--- src/rtl/mem_burst_master.sv ---
// Burst initiator for a 1K x 19 synchronous single-port RAM: turns valid/ready burst
// commands into per-cycle we/addr/wdata and buffers the registered read returns.
module mem_burst_master #(
    parameter int DATA_W   = 19,
    parameter int ADDR_W   = 10,
    parameter int LEN_W    = 10,
    parameter int RD_DEPTH = 4
) (
    input  logic              clk,
    input  logic              rst_n,
    input  logic              cmd_valid,
    output logic              cmd_ready,
    input  logic              cmd_write,
    input  logic [ADDR_W-1:0] cmd_addr,
    input  logic [LEN_W-1:0]  cmd_len,
    input  logic              wr_valid,
    output logic              wr_ready,
    input  logic [DATA_W-1:0] wr_data,
    output logic              rd_valid,
    input  logic              rd_ready,
    output logic [DATA_W-1:0] rd_data,
    output logic              mem_we,
    output logic [ADDR_W-1:0] mem_addr,
    output logic [DATA_W-1:0] mem_wdata,
    input  logic [DATA_W-1:0] mem_rdata,
    output logic              busy
);
    localparam int PTR_W = $clog2(RD_DEPTH);
    localparam int CNT_W = PTR_W + 1;

    typedef enum logic [1:0] {IDLE = 2'd0, WRITE = 2'd1, READ = 2'd2} state_e;
    state_e state_q, state_d;

    logic [ADDR_W-1:0] ptr_q, ptr_d;
    logic [LEN_W:0]    beats_q, beats_d;
    logic              we_q, we_d;
    logic [ADDR_W-1:0] addr_q, addr_d;
    logic [DATA_W-1:0] wdata_q, wdata_d;
    logic              iss_p0_q, iss_p0_d;
    logic              iss_p1_q, iss_p1_d;

    logic [DATA_W-1:0] rbuf_q [RD_DEPTH];
    logic [PTR_W-1:0]  rwp_q, rwp_d;
    logic [PTR_W-1:0]  rrp_q, rrp_d;
    logic [CNT_W-1:0]  rcnt_q, rcnt_d;

    logic              cmd_hs, wr_hs, rd_pop, rd_push, rd_issue, rd_room, rd_drained;
    logic [CNT_W:0]    inflight;

    assign cmd_hs  = cmd_valid & cmd_ready;
    assign wr_hs   = wr_valid & wr_ready;
    assign rd_pop  = rd_valid & rd_ready;
    // A read issued at edge e is presented by the RAM after e+1 and captured at e+2.
    assign rd_push = iss_p1_q;

    assign inflight   = {1'b0, rcnt_q} + {{CNT_W{1'b0}}, iss_p0_q} + {{CNT_W{1'b0}}, iss_p1_q};
    assign rd_room    = inflight < (CNT_W+1)'(RD_DEPTH);
    assign rd_drained = (beats_q == '0) && !iss_p0_q && !iss_p1_q &&
                        ((rcnt_q == '0) || ((rcnt_q == CNT_W'(1)) && rd_pop));

    assign rd_valid  = (rcnt_q != '0);
    assign rd_data   = rd_valid ? rbuf_q[rrp_q] : '0;
    assign mem_we    = we_q;
    assign mem_addr  = addr_q;
    assign mem_wdata = wdata_q;

    always_ff @(posedge clk or negedge rst_n) begin
        if (!rst_n) state_q <= IDLE;
        else        state_q <= state_d;
    end

    always_comb begin
        state_d = state_q;
        unique case (state_q)
            IDLE:    if (cmd_hs) state_d = cmd_write ? WRITE : READ;
            WRITE:   if (wr_hs && (beats_q == (LEN_W+1)'(1))) state_d = IDLE;
            READ:    if (rd_drained) state_d = IDLE;
            default: state_d = IDLE;
        endcase
    end

    always_comb begin
        cmd_ready = 1'b0;
        wr_ready  = 1'b0;
        busy      = 1'b1;
        rd_issue  = 1'b0;
        unique case (state_q)
            IDLE: begin
                cmd_ready = 1'b1;
                busy      = 1'b0;
            end
            WRITE:   wr_ready = 1'b1;
            READ:    rd_issue = (beats_q != '0) && rd_room;
            default: ;
        endcase
    end

    // Pointer, beat counter and RAM-side registers.
    always_comb begin
        ptr_d    = ptr_q;
        beats_d  = beats_q;
        we_d     = 1'b0;
        addr_d   = addr_q;
        wdata_d  = wdata_q;
        iss_p0_d = 1'b0;
        iss_p1_d = iss_p0_q;
        if (cmd_hs) begin
            if (cmd_write) begin
                ptr_d   = cmd_addr;
                beats_d = {1'b0, cmd_len} + (LEN_W+1)'(1);
            end else begin
                // The first read goes out on the handshake edge itself.
                addr_d   = cmd_addr;
                iss_p0_d = 1'b1;
                ptr_d    = cmd_addr + ADDR_W'(1);
                beats_d  = {1'b0, cmd_len};
            end
        end else if (wr_hs) begin
            we_d    = 1'b1;
            addr_d  = ptr_q;
            wdata_d = wr_data;
            ptr_d   = ptr_q + ADDR_W'(1);
            beats_d = beats_q - (LEN_W+1)'(1);
        end else if (rd_issue) begin
            addr_d   = ptr_q;
            iss_p0_d = 1'b1;
            ptr_d    = ptr_q + ADDR_W'(1);
            beats_d  = beats_q - (LEN_W+1)'(1);
        end
    end

    always_comb begin
        rwp_d  = rd_push ? rwp_q + PTR_W'(1) : rwp_q;
        rrp_d  = rd_pop  ? rrp_q + PTR_W'(1) : rrp_q;
        rcnt_d = rcnt_q;
        unique case ({rd_push, rd_pop})
            2'b10:   rcnt_d = rcnt_q + CNT_W'(1);
            2'b01:   rcnt_d = rcnt_q - CNT_W'(1);
            default: rcnt_d = rcnt_q;
        endcase
    end

    always_ff @(posedge clk or negedge rst_n) begin
        if (!rst_n) begin
            ptr_q    <= '0;
            beats_q  <= '0;
            we_q     <= 1'b0;
            addr_q   <= '0;
            wdata_q  <= '0;
            iss_p0_q <= 1'b0;
            iss_p1_q <= 1'b0;
            rwp_q    <= '0;
            rrp_q    <= '0;
            rcnt_q   <= '0;
        end else begin
            ptr_q    <= ptr_d;
            beats_q  <= beats_d;
            we_q     <= we_d;
            addr_q   <= addr_d;
            wdata_q  <= wdata_d;
            iss_p0_q <= iss_p0_d;
            iss_p1_q <= iss_p1_d;
            rwp_q    <= rwp_d;
            rrp_q    <= rrp_d;
            rcnt_q   <= rcnt_d;
        end
    end

    // Buffer storage carries no reset; rd_data is gated by rd_valid instead.
    always_ff @(posedge clk) begin
        if (rd_push) rbuf_q[rwp_q] <= mem_rdata;
    end

endmodule

--- config.mk ---
export PLATFORM = sky130hd
export DESIGN_NAME = mem_burst_master
export DESIGN_NICKNAME = d
export VERILOG_FILES = /design/src/rtl/mem_burst_master.sv
export SDC_FILE = /design/constraint.sdc
export NUM_CORES = 1
export LEC_CHECK = 0
export CAP_MARGIN = 20
export CELL_PAD_IN_SITES_DETAIL_PLACEMENT = 0
export CELL_PAD_IN_SITES_GLOBAL_PLACEMENT = 1
export CORE_ASPECT_RATIO = 0.6
export CORE_MARGIN = 1
export CORE_UTILIZATION = 46
export CTS_CLUSTER_DIAMETER = 100
export DETAILED_ROUTE_END_ITERATION = 10
export PLACE_DENSITY_LB_ADDON = 0.1
export REMOVE_ABC_BUFFERS = 1
export SYNTH_ARGS = -nofsm -noshare
export SYNTH_HDL_FRONTEND = slang
export SYNTH_SLANG_ARGS = --single-unit
--- constraint.sdc ---
create_clock -name clk -period 5.95 [get_ports clk]
set_input_delay 1.19 -clock clk [delete_from_list [all_inputs] [get_ports clk]]
set_output_delay 1.19 -clock clk [all_outputs]
set_load 0.05 [all_outputs]
==> results.json <==
{
  "overflow": 0,
  "cts_sinks": 138,
  "p_comb_share_pct": 46.8,
  "grt_util_met3_pct": 4.59,
  "grt.met1_usage_pct": 33.1,
  "cp.arrival_ps": 2860,
  "cts_tree": "done",
  "critPathLaunchType": "flop",
  "synth_top_area_cell": "edfxtp_1",
  "synth_area_per_cell_um2": 13.7,
  "synth_top_area_share_pct": 36.5,
  "worstPathCellList": "buf_4 > mux4_2 > and2_1 > clkdlybuf4s50_1",
  "grt_pass1_vias": 4095,
  "clkPwrFrac_pct": 20.8,
  "post-route-drc-count": 26,
  "grt_usage_pct": 20.9,
  "clock.fmax_mhz": 247,
  "leakagePower_uw": 0.00304,
  "ant_nets": 0,
  "slew_headroom_pct": 29.8,
  "routedWlPerCell_um": 17.8,
  "grt_max_degree": 63,
  "layout_commonest_cell": "clkdlybuf4s50_1",
  "netlist_instances": 456,
  "violations": "design-rule violations",
  "root_buffer": "clkbuf_16",
  "hp-class": "flop to flop",
  "p_total_uw": 4830,
  "post_cts_resized": 0,
  "drt_iter0_drc": 288,
  "ys_types": 47,
  "place.gp.congestion": 0.823,
  "grt_busiest_layer": "met1",
  "critPathRequiredTime_ps": 4760,
  "cp_max_fo": 14,
  "power_frac_seq_pct": 32.3,
  "die_w_um": 153,
  "status": "complete, but fails checks",
  "fp.dieArea_um2": 14100,
  "cts_hold_buffers": 0,
  "h-tree-depth": 4,
  "synth_area_leaders": "edfxtp_1 (36%), dfrtp_1 (25%), mux4_2 (6.8%), mux2_2 (3.4%), ha_1 (3.2%)",
  "internal-power_uw": 2800,
  "fin_crit_ps": 4050,
  "port_buffers": 116,
  "syn_area_um2": 6260,
  "rsz0062_at_grt": "no",
  "cts_buffers": 17,
  "vias": 4181,
  "slowest_delay_ps": 700,
  "fin_util_pct": 62.4,
  "finalHoldViolations": 0,
  "antenna_found_initial": 0,
  "die_h_um": 92.3,
  "finalSetupViolations": 0,
  "insertion_delay_ps": 410,
  "ys_seq_area_share_pct": 61.3,
  "crit_type": "flop to primary output",
  "use_met2_pct": 28.1,
  "switchingPower_uw": 2030,
  "drv_slew": 0,
  "cp_slowest_cell": "clkdlybuf4s50_1",
  "rows": 32,
  "fin_worst_skew_ps": 10.5,
  "synth_seq_cells": 138,
  "area_delta_synth_final_pct": 30.2,
  "cts.clk_slew.worst_paths_ps": 60,
  "routed_wirelength_mm": 13.5,
  "grt_pass1_wl_mm": 22.3,
  "mostFrequentLayoutCells": "clkdlybuf4s50_1 (115), edfxtp_1 (76), dfrtp_1 (62)",
  "max-cap-violations": 0,
  "cts_setup_buffers": 0,
  "power_density_nw_per_um2": 592,
  "nets": 654,
  "async_reset_ff_share_pct": 44.9,
  "drt_first_pass_iters": 7,
  "via_per_inst": 5.52,
  "synth_flop_cell": "edfxtp_1",
  "fin_tns_setup_ps": 0,
  "clk_path_buf_depth": 2,
  "place_hpwl_mm": 9.23,
  "ys_warn_count": 0,
  "core_area_um2": 13100,
  "synth-edff-count": 76,
  "drive_above_1_share_pct": 13.5,
  "fin_crit_sh_pct": 68.0,
  "start_util_pct": 47.9,
  "worstMarginPinSlew_ps": 1050,
  "crit_path_end_kind": "primary output",
  "io_pins": 117,
  "swShare_pct": 42.1,
  "peakVddDrop_mv": 0.222
}
metal layers:
| layer | up-vias | routed length (um) |
|---|---|---|
| met2 | 144 | 5520 |
| met1 | 2061 | 7020 |
| li1 | 1967 | - |
| met3 | 9 | 875 |
| met4 | 0 | 94 |
| met5 | - | 0 |
path summary, 6_finish.rpt:
kind,startpoint,to,slack (ps),cells past startpoint
max in group asynchronous,rst_n,beats_q[3],4480,2
worst min-delay path,iss_p0_q,iss_p1_q,400,0
worst max register to register,state_q[1],beats_q[5],3130,6
worst min register to register,iss_p0_q,iss_p1_q,400,0
worst max-delay path,rrp_q[0],rd_data[1],1900,4
min in group asynchronous,rst_n,mem_wdata[13],940,2
cell usage after synthesis, drive strengths merged, types with 13 or more instances:
cell type and n:
xnor2 15, ha 16, and2 28, nand2 22, a31oi 16, o21ai 15
mux4 19, mux2 19, edfxtp 76, or3 13, dfrtp 62, nor2 26
state kept, by name, indices dropped and copies added, names as in the netlist:
register,flops
iss_p1_q,1
rwp_q,2
rrp_q,2
rcnt_q,3
iss_p0_q,1
beats_q,11
mem_addr,10
state_q,2
ptr_q,10
mem_we,1
mem_wdata,19
rbuf_q,76
stage by stage:
step / instances / setup WS, ps / cell area, um2 / hold WS (ps)
final: 758 / 1900 / 8150 / 402
after global routing: 757 / 1750 / 8150 / 429
after CTS: 756 / 1850 / 8140 / 404
after detailed placement: 724 / 2100 / 7570 / 389
after global placement: 724 / 2170 / 7570 / 380
after floorplan: 435 / 2720 / 6170 / 368
cells by family (layout without fill, tap and decap cells):
kind of cell,count (synthesis),after routing,share of synthesized area (%)
AO/OA/AOI/OAI,67,67,7.48
XOR/XNOR,26,26,3.64
other,0,1,0
adder cells (fa/ha/maj),16,16,3.20
AND/OR/NAND/NOR,135,135,11.6
multiplexers,41,41,10.7
flip-flops,138,138,61.3
buffers and inverters,33,164,2.12
area by class of cell:
| class | instances | area (um2) |
|---|---|---|
| Fill cell | 998 | 4900 |
| Sequential cell | 138 | 3830 |
| Multi-Input combinational cell | 285 | 2300 |
| Timing Repair Buffer | 120 | 1190 |
| Clock buffer | 18 | 429 |
| Tap cell | 170 | 213 |
| Clock inverter | 14 | 139 |
| Inverter | 12 | 45.0 |
| Antenna cell | 1 | 2.50 |
worst max-delay path, delay by kind of cell (launching register included):
kind / cells / cell delay, ps
buf+inv: 2 / 1090
mux: 1 / 530
flops: 1 / 640
simple gates: 1 / 180
power groups by stage:
stage               combinational [uW]  sequential, uW  clock [uW]
finish                            2260            1560        1000
floorplan                         1190            1870           0
detailed placement                2260            1580           0
global placement                  2240            1570           0
global route                      2410            1610        1070
CTS                               2270            1560        1030
No activity file was read; power rests on OpenSTA's default activity.
